[config.mk]
export PLATFORM = sky130hd
export DESIGN_NAME = photocell_pulse_gen_flat
export DESIGN_NICKNAME = d
export VERILOG_FILES = /design/src/rtl/photocell_pulse_gen_if.sv /design/src/rtl/photocell_pulse_gen.sv /design/src/flat_wrapper.sv
export SDC_FILE = /design/constraint.sdc
export NUM_CORES = 1
export LEC_CHECK = 0
export BUFFER_PORTS_ARGS = -buffer_cell sky130_fd_sc_hd__buf_2
export CORE_MARGIN = 1
export CORE_UTILIZATION = 48
export CTS_CLUSTER_DIAMETER = 200
export DETAILED_ROUTE_END_ITERATION = 16
export PLACE_DENSITY = 0.62
export SLEW_MARGIN = 20
export SYNTH_ARGS = -nofsm -noshare
export SYNTH_HDL_FRONTEND = slang
export SYNTH_SLANG_ARGS = --single-unit
[constraint.sdc]
create_clock -name Clk -period 4.15 [get_ports Clk]
set_input_delay 0.415 -clock Clk [delete_from_list [all_inputs] [get_ports Clk]]
set_output_delay 0.415 -clock Clk [all_outputs]
set_load 0.01 [all_outputs]
[src/rtl/photocell_pulse_gen_if.sv]
// -----------------------------------------------------------------------------
// photocell_pulse_gen_if
//   Groups the photocell inputs and the counter-side pulse/status outputs of
//   photocell_pulse_gen into one bundle.
//   Modports:
//     slave  - the conditioner: takes BackPC/FrontPC, drives Up/Down/Busy/
//              Overrun (and GlitchCnt when GLITCH_CNT_EN is defined)
//     master - the environment: drives the photocells, observes the outputs
//   Optional feature macro: GLITCH_CNT_EN adds GlitchCnt[7:0].
// -----------------------------------------------------------------------------
interface photocell_pulse_gen_if;
    logic       BackPC;   // async, 1 = beam broken (customer entering)
    logic       FrontPC;  // async, 1 = beam broken (customer leaving)
    logic       Up;       // active-low increment pulse, idle 1
    logic       Down;     // active-low decrement pulse, idle 1
    logic       Busy;     // event pending or pulse/gap in progress
    logic       Overrun;  // sticky: an event was dropped
`ifdef GLITCH_CNT_EN
    logic [7:0] GlitchCnt;  // saturating count of rejected glitches

    modport slave  (input  BackPC, FrontPC,
                    output Up, Down, Busy, Overrun, GlitchCnt);
    modport master (output BackPC, FrontPC,
                    input  Up, Down, Busy, Overrun, GlitchCnt);
`else
    modport slave  (input  BackPC, FrontPC,
                    output Up, Down, Busy, Overrun);
    modport master (output BackPC, FrontPC,
                    input  Up, Down, Busy, Overrun);
`endif
endinterface

[src/rtl/photocell_pulse_gen.sv]
// -----------------------------------------------------------------------------
// photocell_pulse_gen
//   Conditions the back (enter) and front (leave) queue photocells: 2-flop
//   synchroniser, debounce filter and rising-edge detect per channel, then
//   serialises the events into active-low Up/Down pulses for the downstream
//   up/down counter. Up and Down are never low in the same cycle.
//   Ports:
//     Clk      in  system clock, rising edge
//     Reset    in  synchronous, active-high
//     pc       photocell_pulse_gen_if.slave:
//                BackPC/FrontPC in, Up/Down/Busy/Overrun out
//                (+ GlitchCnt[7:0] out when GLITCH_CNT_EN is defined)
//   Parameters: DEB_CYC (1..15), PULSE_CYC (1..255), GAP_CYC (1..255)
//   Optional feature macro: GLITCH_CNT_EN (saturating rejected-glitch count).
//   Channel index 0 = back/Up, 1 = front/Down.
// -----------------------------------------------------------------------------
module photocell_pulse_gen #(
    parameter int DEB_CYC   = 4,
    parameter int PULSE_CYC = 2,
    parameter int GAP_CYC   = 2
) (
    input  logic                  Clk,
    input  logic                  Reset,
    photocell_pulse_gen_if.slave  pc
);
    localparam logic [3:0] DEB_LAST   = 4'(DEB_CYC - 1);
    localparam logic [7:0] PULSE_LAST = 8'(PULSE_CYC - 1);
    localparam logic [7:0] GAP_LAST   = 8'(GAP_CYC - 1);

    typedef enum logic [1:0] {IDLE, PULSE_UP, PULSE_DN, GAP} state_t;

    logic [1:0]      sync1_q, sync2_q;
    logic [1:0]      filt_q, filt_d, filt_dly_q;
    logic [1:0][3:0] deb_q, deb_d;
    logic [1:0][1:0] pend_q, pend_d;
    logic [1:0]      abort, ev, grant;
    logic            ov_q, ov_d;
    state_t          state_q, state_d;
    logic [7:0]      cyc_q, cyc_d;
    logic            last_up_q, last_up_d;
    logic            up_q, up_d, dn_q, dn_d;

    // Debounce: a mismatch run reaching DEB_CYC cycles flips the filtered
    // level; a shorter run that ends is an aborted (glitch) run.
    always_comb begin
        for (int unsigned ch = 0; ch < 2; ch++) begin
            filt_d[ch] = filt_q[ch];
            deb_d[ch]  = '0;
            abort[ch]  = 1'b0;
            if (sync2_q[ch] != filt_q[ch]) begin
                if (deb_q[ch] == DEB_LAST) begin
                    filt_d[ch] = ~filt_q[ch];
                end else begin
                    deb_d[ch] = deb_q[ch] + 4'd1;
                end
            end else begin
                abort[ch] = (deb_q[ch] != '0);
            end
        end
    end

    // Event = filtered level newly high (taken from the registered level).
    assign ev = filt_q & ~filt_dly_q;

    // Pending counts: cur + event - grant; event at count 3 without grant is lost.
    always_comb begin
        ov_d = ov_q;
        for (int unsigned ch = 0; ch < 2; ch++) begin
            pend_d[ch] = pend_q[ch];
            if (ev[ch] && !grant[ch]) begin
                if (pend_q[ch] == 2'd3) begin
                    ov_d = 1'b1;
                end else begin
                    pend_d[ch] = pend_q[ch] + 2'd1;
                end
            end else if (!ev[ch] && grant[ch]) begin
                pend_d[ch] = pend_q[ch] - 2'd1;
            end
        end
    end

    // Emitter FSM. The last GAP cycle falls through into the IDLE grant
    // decision so back-to-back pulses are separated by exactly GAP_CYC
    // high cycles; with nothing pending it lands in IDLE as usual.
    always_comb begin
        logic pick;
        state_d   = state_q;
        cyc_d     = cyc_q;
        last_up_d = last_up_q;
        grant     = '0;
        pick      = 1'b0;
        unique case (state_q)
            IDLE: pick = 1'b1;
            PULSE_UP, PULSE_DN: begin
                if (cyc_q == PULSE_LAST) begin
                    state_d = GAP;
                    cyc_d   = '0;
                end else begin
                    cyc_d = cyc_q + 8'd1;
                end
            end
            GAP: begin
                if (cyc_q == GAP_LAST) begin
                    state_d = IDLE;
                    cyc_d   = '0;
                    pick    = 1'b1;
                end else begin
                    cyc_d = cyc_q + 8'd1;
                end
            end
            default: state_d = IDLE;
        endcase
        if (pick) begin
            // Round-robin: Up wins unless it was served last and Down waits.
            if (pend_q[0] != 2'd0 && (pend_q[1] == 2'd0 || !last_up_q)) begin
                grant[0]  = 1'b1;
                state_d   = PULSE_UP;
                cyc_d     = '0;
                last_up_d = 1'b1;
            end else if (pend_q[1] != 2'd0) begin
                grant[1]  = 1'b1;
                state_d   = PULSE_DN;
                cyc_d     = '0;
                last_up_d = 1'b0;
            end
        end
        up_d = (state_d != PULSE_UP);
        dn_d = (state_d != PULSE_DN);
    end

    always_ff @(posedge Clk) begin
        if (Reset) begin
            sync1_q    <= '0;
            sync2_q    <= '0;
            filt_q     <= '0;
            filt_dly_q <= '0;
            deb_q      <= '0;
            pend_q     <= '0;
            ov_q       <= 1'b0;
            state_q    <= IDLE;
            cyc_q      <= '0;
            last_up_q  <= 1'b0;
            up_q       <= 1'b1;
            dn_q       <= 1'b1;
        end else begin
            sync1_q    <= {pc.FrontPC, pc.BackPC};
            sync2_q    <= sync1_q;
            filt_q     <= filt_d;
            filt_dly_q <= filt_q;
            deb_q      <= deb_d;
            pend_q     <= pend_d;
            ov_q       <= ov_d;
            state_q    <= state_d;
            cyc_q      <= cyc_d;
            last_up_q  <= last_up_d;
            up_q       <= up_d;
            dn_q       <= dn_d;
        end
    end

    assign pc.Up      = up_q;
    assign pc.Down    = dn_q;
    assign pc.Overrun = ov_q;
    assign pc.Busy    = (state_q != IDLE) | (pend_q[0] != 2'd0) | (pend_q[1] != 2'd0);

`ifdef GLITCH_CNT_EN
    logic [7:0] gc_q, gc_d;
    logic [8:0] gc_sum;

    always_comb begin
        gc_sum = {1'b0, gc_q} + 9'(abort[0]) + 9'(abort[1]);
        gc_d   = gc_sum[8] ? 8'hFF : gc_sum[7:0];
    end

    always_ff @(posedge Clk) begin
        if (Reset) begin
            gc_q <= '0;
        end else begin
            gc_q <= gc_d;
        end
    end

    assign pc.GlitchCnt = gc_q;
`else
    logic unused_abort;
    assign unused_abort = ^abort;
`endif
endmodule
[src/flat_wrapper.sv]
// flat-port wrapper written by rule: the top's interface ports become plain ports
module photocell_pulse_gen_flat 
#(
    parameter int DEB_CYC   = 4,
    parameter int PULSE_CYC = 2,
    parameter int GAP_CYC   = 2
)
  (Clk, Reset, pc_BackPC, pc_FrontPC, pc_Up, pc_Down, pc_Busy, pc_Overrun);
  photocell_pulse_gen_if pc_i ();
  input  logic Clk;
  input  logic Reset;
  input wire logic [$bits(pc_i.BackPC)-1:0] pc_BackPC;
  input wire logic [$bits(pc_i.FrontPC)-1:0] pc_FrontPC;
  output wire logic [$bits(pc_i.Up)-1:0] pc_Up;
  output wire logic [$bits(pc_i.Down)-1:0] pc_Down;
  output wire logic [$bits(pc_i.Busy)-1:0] pc_Busy;
  output wire logic [$bits(pc_i.Overrun)-1:0] pc_Overrun;
  assign pc_i.BackPC = pc_BackPC;
  assign pc_i.FrontPC = pc_FrontPC;
  assign pc_Up = pc_i.Up;
  assign pc_Down = pc_i.Down;
  assign pc_Busy = pc_i.Busy;
  assign pc_Overrun = pc_i.Overrun;
  photocell_pulse_gen #(.DEB_CYC(DEB_CYC), .PULSE_CYC(PULSE_CYC), .GAP_CYC(GAP_CYC)) u_core (.Clk(Clk), .Reset(Reset), .pc(pc_i));
endmodule
# == Word level (Yosys, flattened, before mapping) ==
# Cells that the tools add are included.
# totals
output_inout_bits,4
wordCells,101
ff_bits,34
input_bits,4
# classes
mux,29
n_bitwise,8
n_reduce_logical,28
n_eq_ne,14
n_addsub,7
# ops
op,count
8-bit 2-to-1 mux,5
2-bit 2-to-1 mux,12
2-bit nonzero test,6
1-bit 2-to-1 mux,10
2-bit AND reduction,5
3-bit OR reduction,3
4-bit by 1-bit adder with 4-bit output (second input constant),2
8-bit by 1-bit adder with 8-bit output (second input constant),1
2-bit == test (second input constant),4
4-bit by 2-bit == test with 1-bit output (second input constant),2
8-bit by 1-bit == test with 1-bit output (second input constant),1
2-bit != test (second input constant),3
1-bit logical AND,5
1-bit logical NOT,5
2-bit by 1-bit adder with 2-bit output (second input constant),2
2-bit logical NOT,2
1-bit inverter,4
2-bit one-hot mux with 2 select lines,1
2-bit by 1-bit subtractor with 2-bit output (second input constant),2
2-bit AND,1
2-bit by 1-bit == test with 1-bit output (second input constant),1
1-bit != test,2
2-bit by 1-bit != test with 1-bit output (second input constant),1
2-bit inverter,1
other kinds (4),5

# == Logic depth before layout (Yosys ltp) ==
# Gate-level depths: netlist (run 1).
# logic_depth
ltp_word,10
mapped_depth,9
depth_no_buf,7

# == Worst setup path after synthesis (run 1) ==
# Ideal clock, no wire load.
# synth_path
kind,reg-to-reg
start,register u_core.state_q[0]
end,register u_core.dn_q (netlist: u_core.pc.Down)
path_stages_with_launch,9
t_required_ns,4.030
setup_ns,0.120
setup_slack_ns,2.214
arrival_ns,1.816
n_path_buf,1
cell_sequence,dfxtp_1 > inv_1 > ha_1 > buf_2 > nor2b_1 > a41oi_2 > nor3_1 > or3_1 > o31a_1
# synth_via
elab_chain_len,7
elab_cells_between_ends,13
# synth_lines
item,line_no,rtl
from (decl),photocell_pulse_gen.sv:38,"state_t state_q, state_d;"
from (signal assigned),photocell_pulse_gen.sv:153,state_q <= state_d;
2-bit by 1-bit == test with 1-bit output or 2-bit == test (tied branches),photocell_pulse_gen.sv:92,unique case (state_q)
2-bit OR reduction,photocell_pulse_gen.sv:92,
2-bit one-hot mux with 2 select lines,photocell_pulse_gen.sv:92,
2-bit 2-to-1 mux,photocell_pulse_gen.sv:120,end else if (pend_q[1] != 2'd0) begin
2-bit 2-to-1 mux,photocell_pulse_gen.sv:115,if (pend_q[0] != 2'd0 && (pend_q[1] == 2'd0 || !last_up_q)) begin
2-bit 2-to-1 mux (*),photocell_pulse_gen.sv:113,if (pick) begin
2-bit != test (*),photocell_pulse_gen.sv:128,dn_d = (state_d != PULSE_DN);
to (signal assigned),photocell_pulse_gen.sv:157,dn_q <= dn_d;
to (decl),photocell_pulse_gen.sv:41,"logic up_q, up_d, dn_q, dn_d;"
# Every way passes the cells marked *; elsewhere a longest branch is shown, timed or not.
# A chain may end at the register's enable or synchronous reset.

# == Worst setup path after layout (run 1) ==
# Same ends and word-level chain as after synthesis.

==> impl_metrics.toml, run 1 <==
[status]
outcome = "finished, final reports clean"

[logic_synthesis]
synth_nets = 171
yosys-top-cells-count = "dfxtp_1, nor2_1, nor2b_1"
synth.ff_latch_count = 34
ys_warn_count = 0
ys_top_cells_by_area = "dfxtp_1, nor2_1, ha_1"
synth-async-reset-ratio = 0
synth_edf_count = 0
synth_area_mm2 = 0.00149
synth_top_area_cell = "dfxtp_1"
yosysMostFrequentCell = "dfxtp_1"
yosysUniqueCellTypes = 37
ys_seq_area_frac = 0.458
synth_area_per_cell_um2 = 9.22
synth_top_cell_area_share = 0.458
synth_flop_cell = "dfxtp_1"
synth_cells = 161

[sta]
tns_ns = 0
slew_viol_final = 0
max_slew_margin = 0.684
rsz0062_at_grt = "false"
fmax_ghz = 0.477
worstMarginPinSlew_ns = 0.471
post-route-min-period_ns = 2.10
final_hold_viol_count = 0
finClkSkew_ns = 0.0105
finalSetupViolations = 0
fin_crit_sh = 0.505

[setup_path]
cp_data_required_time_ns = 4.38
end_kind = "flop"
critical_path.startpoint_type = "flop"
cp.arrival_ns = 2.32
crit_type = "flop to flop"
worst-path-max-fanout = 9

[floorplan]
start_util = 0.521
fp.dieW_um = 57.6
die_area_mm2 = 0.00332
core_mm2 = 0.00285
die_height_um = 57.6
ios = 8
rows = 19

[clocking]
cts_resized = 0
clock_sinks = 34
root_buffer = "clkbuf_4"
post_cts_buffers = 0
clk_latency_ns = 0.34
cts_tree = "built"
cts_max_level = 2
clockBufferDepth = 2
cts_hold_buf = 0
cts_buffers = 5
clk_transition_reported_paths_ns = 0.09

[route]
firstDrtPassIters = 4
ant_nets = 0
viasPerCell = 5.19
route.detailed.drc = 0
drt_iter0_drc = 26
vias = 1048
drt-total-wl_mm = 2.36
wl_per_cell_um = 11.7

[run]
max_cap_violations = 0

[placed_design]
portBuffers = 7
dp_hpwl_mm = 1.67
place_area_mm2 = 0.00154
place_congestion = 0.728
dp_cells = 194

[global_routing]
grt_first_pass_wirelength_mm = 4.06
overflow = 0
grt_antenna_before_repair = 0
track_usage = 0.166
grt_max_degree = 20
grt_pass1_vias = 996

[power_and_ir_drop]
p_per_area_mw_per_mm2 = 404
p_leak_nw = 0.624
power_mw = 0.646
irDropWorstVdd_uv = 227

[finish]
n_antenna_cell = 0
n_fill_cell = 274
nets = 180
fin_area_mm2 = 0.00160
final_cells = 202
drive_gt1_frac = 0.129
area.growth.synth_to_final_pct = 7.58

[worst_hold_path]
hp-class = "primary input to flop"
==> registers in the layout, indices dropped and copies added, names as in the netlist <==
| register | count |
|---|---|
| u_core.pc.Overrun | 1 |
| u_core.cyc_q | 8 |
| u_core.filt_dly_q | 2 |
| u_core.pc.Down | 1 |
| u_core.deb_q | 8 |
| u_core.sync2_q | 2 |
| u_core.pc.Up | 1 |
| u_core.state_q | 2 |
| u_core.filt_q | 2 |
| u_core.pend_q | 4 |
| u_core.sync1_q | 2 |
| u_core.last_up_q | 1 |
==> per-layer routing <==
metal	global-route usage	vias up	wire (um)
met5	0	-	0
met4	0.125	0	72
met3	0.0603	7	60
met2	0.254	9	1000
met1	0.190	470	1220
li1	-	562	-
==> kinds of logic after synthesis <==
kind of cell / share of synthesized area
flip-flops: 0.458
adder cells (fa/ha/maj): 0.0505
AND/OR/NAND/NOR: 0.239
multiplexers: 0.0202
XOR/XNOR: 0.0767
AO/OA/AOI/OAI: 0.118
buffers and inverters: 0.0371
==> final timing paths <==
| kind | start | end | slack (ns) | cells after the start |
|---|---|---|---|---|
| max | u_core.state_q[0]$_SDFF_PP0_ | u_core.pc.Down$_SDFF_PP1_ | 2.05 | 7 |
| min | pc_FrontPC | u_core.sync1_q[1]$_SDFF_PP0_ | 0.28 | 2 |
| max reg2reg | u_core.state_q[0]$_SDFF_PP0_ | u_core.pc.Down$_SDFF_PP1_ | 2.05 | 7 |
| min reg2reg | u_core.sync1_q[0]$_SDFF_PP0_ | u_core.sync2_q[0]$_SDFF_PP0_ | 0.45 | 1 |
==> layout by cell type, fill, tap and decap left out, drive strengths merged, types with 2 or more instances in the layout <==
cell    instances
a211oi          3
a21oi           6
and3            2
buf             7
clkbuf          7
dfxtp          34
ha              6
inv             9
mux2i           3
nand2           5
nand3           4
nor2           27
nor2b          11
nor3            3
nor3b           3
nor4            2
o211ai          2
o21a            3
o21ai           3
o31ai           2
or2             3
or3             3
xnor2           8
xor2            5
==> through the flow <==
step | util | hold WS, ns | setup slack (ns)
after detailed placement | 0.539 | 0.434 | 2.07
after global routing | 0.560 | 0.263 | 1.90
after CTS | 0.560 | 0.267 | 2.06
after global placement | 0.539 | 0.427 | 2.14
final | 0.560 | 0.281 | 2.05
after floorplan | - | 0.414 | 2.21
==> layout make-up <==
cell class / instances / area (um2) / share of cell area
Clock buffer: 7 / 55.1 / 0.0345
Clock inverter: 1 / 5.00 / 0.00313
Timing Repair Buffer: 7 / 35.0 / 0.0219
Sequential cell: 34 / 681 / 0.426
Tap cell: 31 / 38.8 / 0.0243
Inverter: 9 / 33.8 / 0.0211
Multi-Input combinational cell: 113 / 749 / 0.469
==> worst max-delay path, stage by stage (launching register included) <==
cell and delay (ns):
dfxtp_1 0.36, inv_1 0.07, ha_1 0.29, nor2b_1 0.19, a41oi_2 0.30, nor3_1 0.15
or3_1 0.35, o31a_1 0.28
==> power by group <==
part,switching (mW),total [mW],internal (mW),leakage (nW)
clock,0.106,0.188,0.0820,0.0353
sequential,0.0102,0.348,0.338,0.275
combinational,0.0657,0.110,0.0442,0.314
Note: power is estimated with default switching activity, not from simulation.
==> run 2: changes to the inputs <==
--- a/config.mk
+++ b/config.mk
@@ -10,7 +10,7 @@
 export CORE_UTILIZATION = 48
 export CTS_CLUSTER_DIAMETER = 200
 export DETAILED_ROUTE_END_ITERATION = 16
-export PLACE_DENSITY = 0.62
+export PLACE_DENSITY = 0.65
 export SLEW_MARGIN = 20
 export SYNTH_ARGS = -nofsm -noshare
 export SYNTH_HDL_FRONTEND = slang
==> constraint.sdc (replaced) <==
create_clock -name Clk -period 1.9 [get_ports Clk]
set_input_delay 0.19 -clock Clk [delete_from_list [all_inputs] [get_ports Clk]]
set_output_delay 0.19 -clock Clk [all_outputs]
set_load 0.01 [all_outputs]
==> impl_metrics.toml, run 2 (synthesis gave the netlist of run 1 again) <==
[status]
outcome = "finished, final reports clean"

[clocking]
cts_hold_buf = 0
clockBufferDepth = 2
cts_tree = "built"
clk_latency_ns = 0.33
clock_sinks = 34
root_buffer = "clkbuf_4"
clk_transition_reported_paths_ns = 0.10
cts_buffers = 5
cts_max_level = 2

[sta]
worstMarginPinSlew_ns = 0.480
fin_hold_ws_ns = 0.0598
rsz0062_at_grt = "false"
slew_viol_final = 0
timing.final.ws_setup_ns = 0.0920
finalSetupViolations = 0
final_hold_viol_count = 0
max_slew_margin = 0.679
fmax_ghz = 0.553
post-route-min-period_ns = 1.81
fin_crit_sh = 0.952
tns_ns = 0
finClkSkew_ns = 0.00388

[global_routing]
grt_max_degree = 20
grt_first_pass_wirelength_mm = 4.28
grt_antenna_before_repair = 0
overflow = 0
grt_pass1_vias = 1070
track_usage = 0.173

[setup_path]
worst-path-max-fanout = 4
slowest_stage = "dfxtp_2"
cp_data_required_time_ns = 2.14
r2r_setup_slack_ns = 0.09
crit_path_max_incr_delay_ns = 0.36
path_cells = "inv_1 > ha_2 > inv_1 > a41oi_2 > nor3_2 > or3_1 > o31a_1"
crit_type = "flop to flop"
end_kind = "flop"
cp_common_cell = "inv_1"
cp.arrival_ns = 2.04
critical_path.startpoint_type = "flop"

[power_and_ir_drop]
p_per_area_mw_per_mm2 = 861
p_leak_nw = 0.643
irDropWorstVdd_uv = 570

[floorplan]
die_height_um = 57.6
ios = 8
die_area_mm2 = 0.00332
fp.dieW_um = 57.6
rows = 19
start_util = 0.521
core_mm2 = 0.00285

[route]
route.detailed.drc = 0
firstDrtPassIters = 4
viasPerCell = 5.35
vias = 1096
ant_nets = 0
wl_per_cell_um = 11.8
drt-total-wl_mm = 2.42
drt_iter0_drc = 22

[finish]
n_fill_cell = 256
final_common_cell = "dfxtp_1"
reg.largest.list = "u_core.cyc_q x8, u_core.deb_q x8, u_core.pend_q x4"
n_antenna_cell = 0
drive_gt1_frac = 0.201
final_cells = 205
layout_common_cells = "dfxtp_1, nor2_1, nor2b_1"
area.growth.synth_to_final_pct = 11.0
nets = 184

[run]
max_cap_violations = 0

[placed_design]
pre_cts_ws_ns = 0.0378
dp_hpwl_mm = 1.75
place_congestion = 0.790
portBuffers = 7
dp_cells = 197

[worst_hold_path]
hp-class = "primary input to flop"
## run 2: where the power goes
group	internal [mW]	leakage [nW]	total, mW	switching, mW
Clock	0.133	0.0308	0.363	0.230
Sequential	0.739	0.277	0.758	0.0187
Combinational	0.140	0.335	0.297	0.157
Total	1.01	0.643	1.42	0.406
## run 2: metrics by stage
| stage | instance area, um2 | util | total power [mW] |
|---|---|---|---|
| 2_1_floorplan | 1500 | - | 0.982 |
| 3_3_place_gp | 1570 | 0.551 | 1.04 |
| 3_5_place_dp | 1570 | 0.551 | 1.05 |
| 4_1_cts | 1620 | 0.568 | 1.41 |
| 5_1_grt | 1650 | 0.578 | 1.51 |
| 6_report | 1650 | 0.578 | 1.42 |
## run 2: area by class of cell
type	count	area (um2)	area share
multi-input combinational	113	778	0.472
sequential	34	684	0.415
timing repair buffer	11	65.1	0.0395
tap	31	38.8	0.0235
clock buffer	5	37.5	0.0228
inverter	9	33.8	0.0205
clock inverter	2	10.0	0.00607
## run 2: worst paths after layout
| kind | depth (start not counted) | end | start |
|---|---|---|---|
| min reg2reg | 1 | u_core.sync2_q[0]$_SDFF_PP0_ | u_core.sync1_q[0]$_SDFF_PP0_ |
| min | 2 | u_core.sync1_q[1]$_SDFF_PP0_ | pc_FrontPC |
| max reg2reg | 7 | u_core.pc.Down$_SDFF_PP1_ | u_core.state_q[1]$_SDFF_PP0_ |
| max | 7 | u_core.pc.Down$_SDFF_PP1_ | u_core.state_q[1]$_SDFF_PP0_ |
## run 2: worst max-delay path, delay by kind of cell (launching register included)
family | cells | cell delay, ns
AO/OA/AOI/OAI | 2 | 0.47
AND/OR/NAND/NOR | 2 | 0.42
flip-flops | 1 | 0.36
adder cells (fa/ha/maj) | 1 | 0.35
buffers and inverters | 2 | 0.11
## run 2: repair_timing
| action | CTS | global route |
|---|---|---|
| buffers inserted | 0 | 1 |
| resized for setup | 0 | 5 |
| endpoints found under the setup margin | 0 | 4 |
## run 2: routing by layer
metal,up-vias,GRT usage,part of all wire
met3,7,0.0670,0.034
met2,12,0.281,0.47
li1,563,-,-
met4,0,0.0941,0.026
met1,514,0.197,0.47
met5,-,0,0
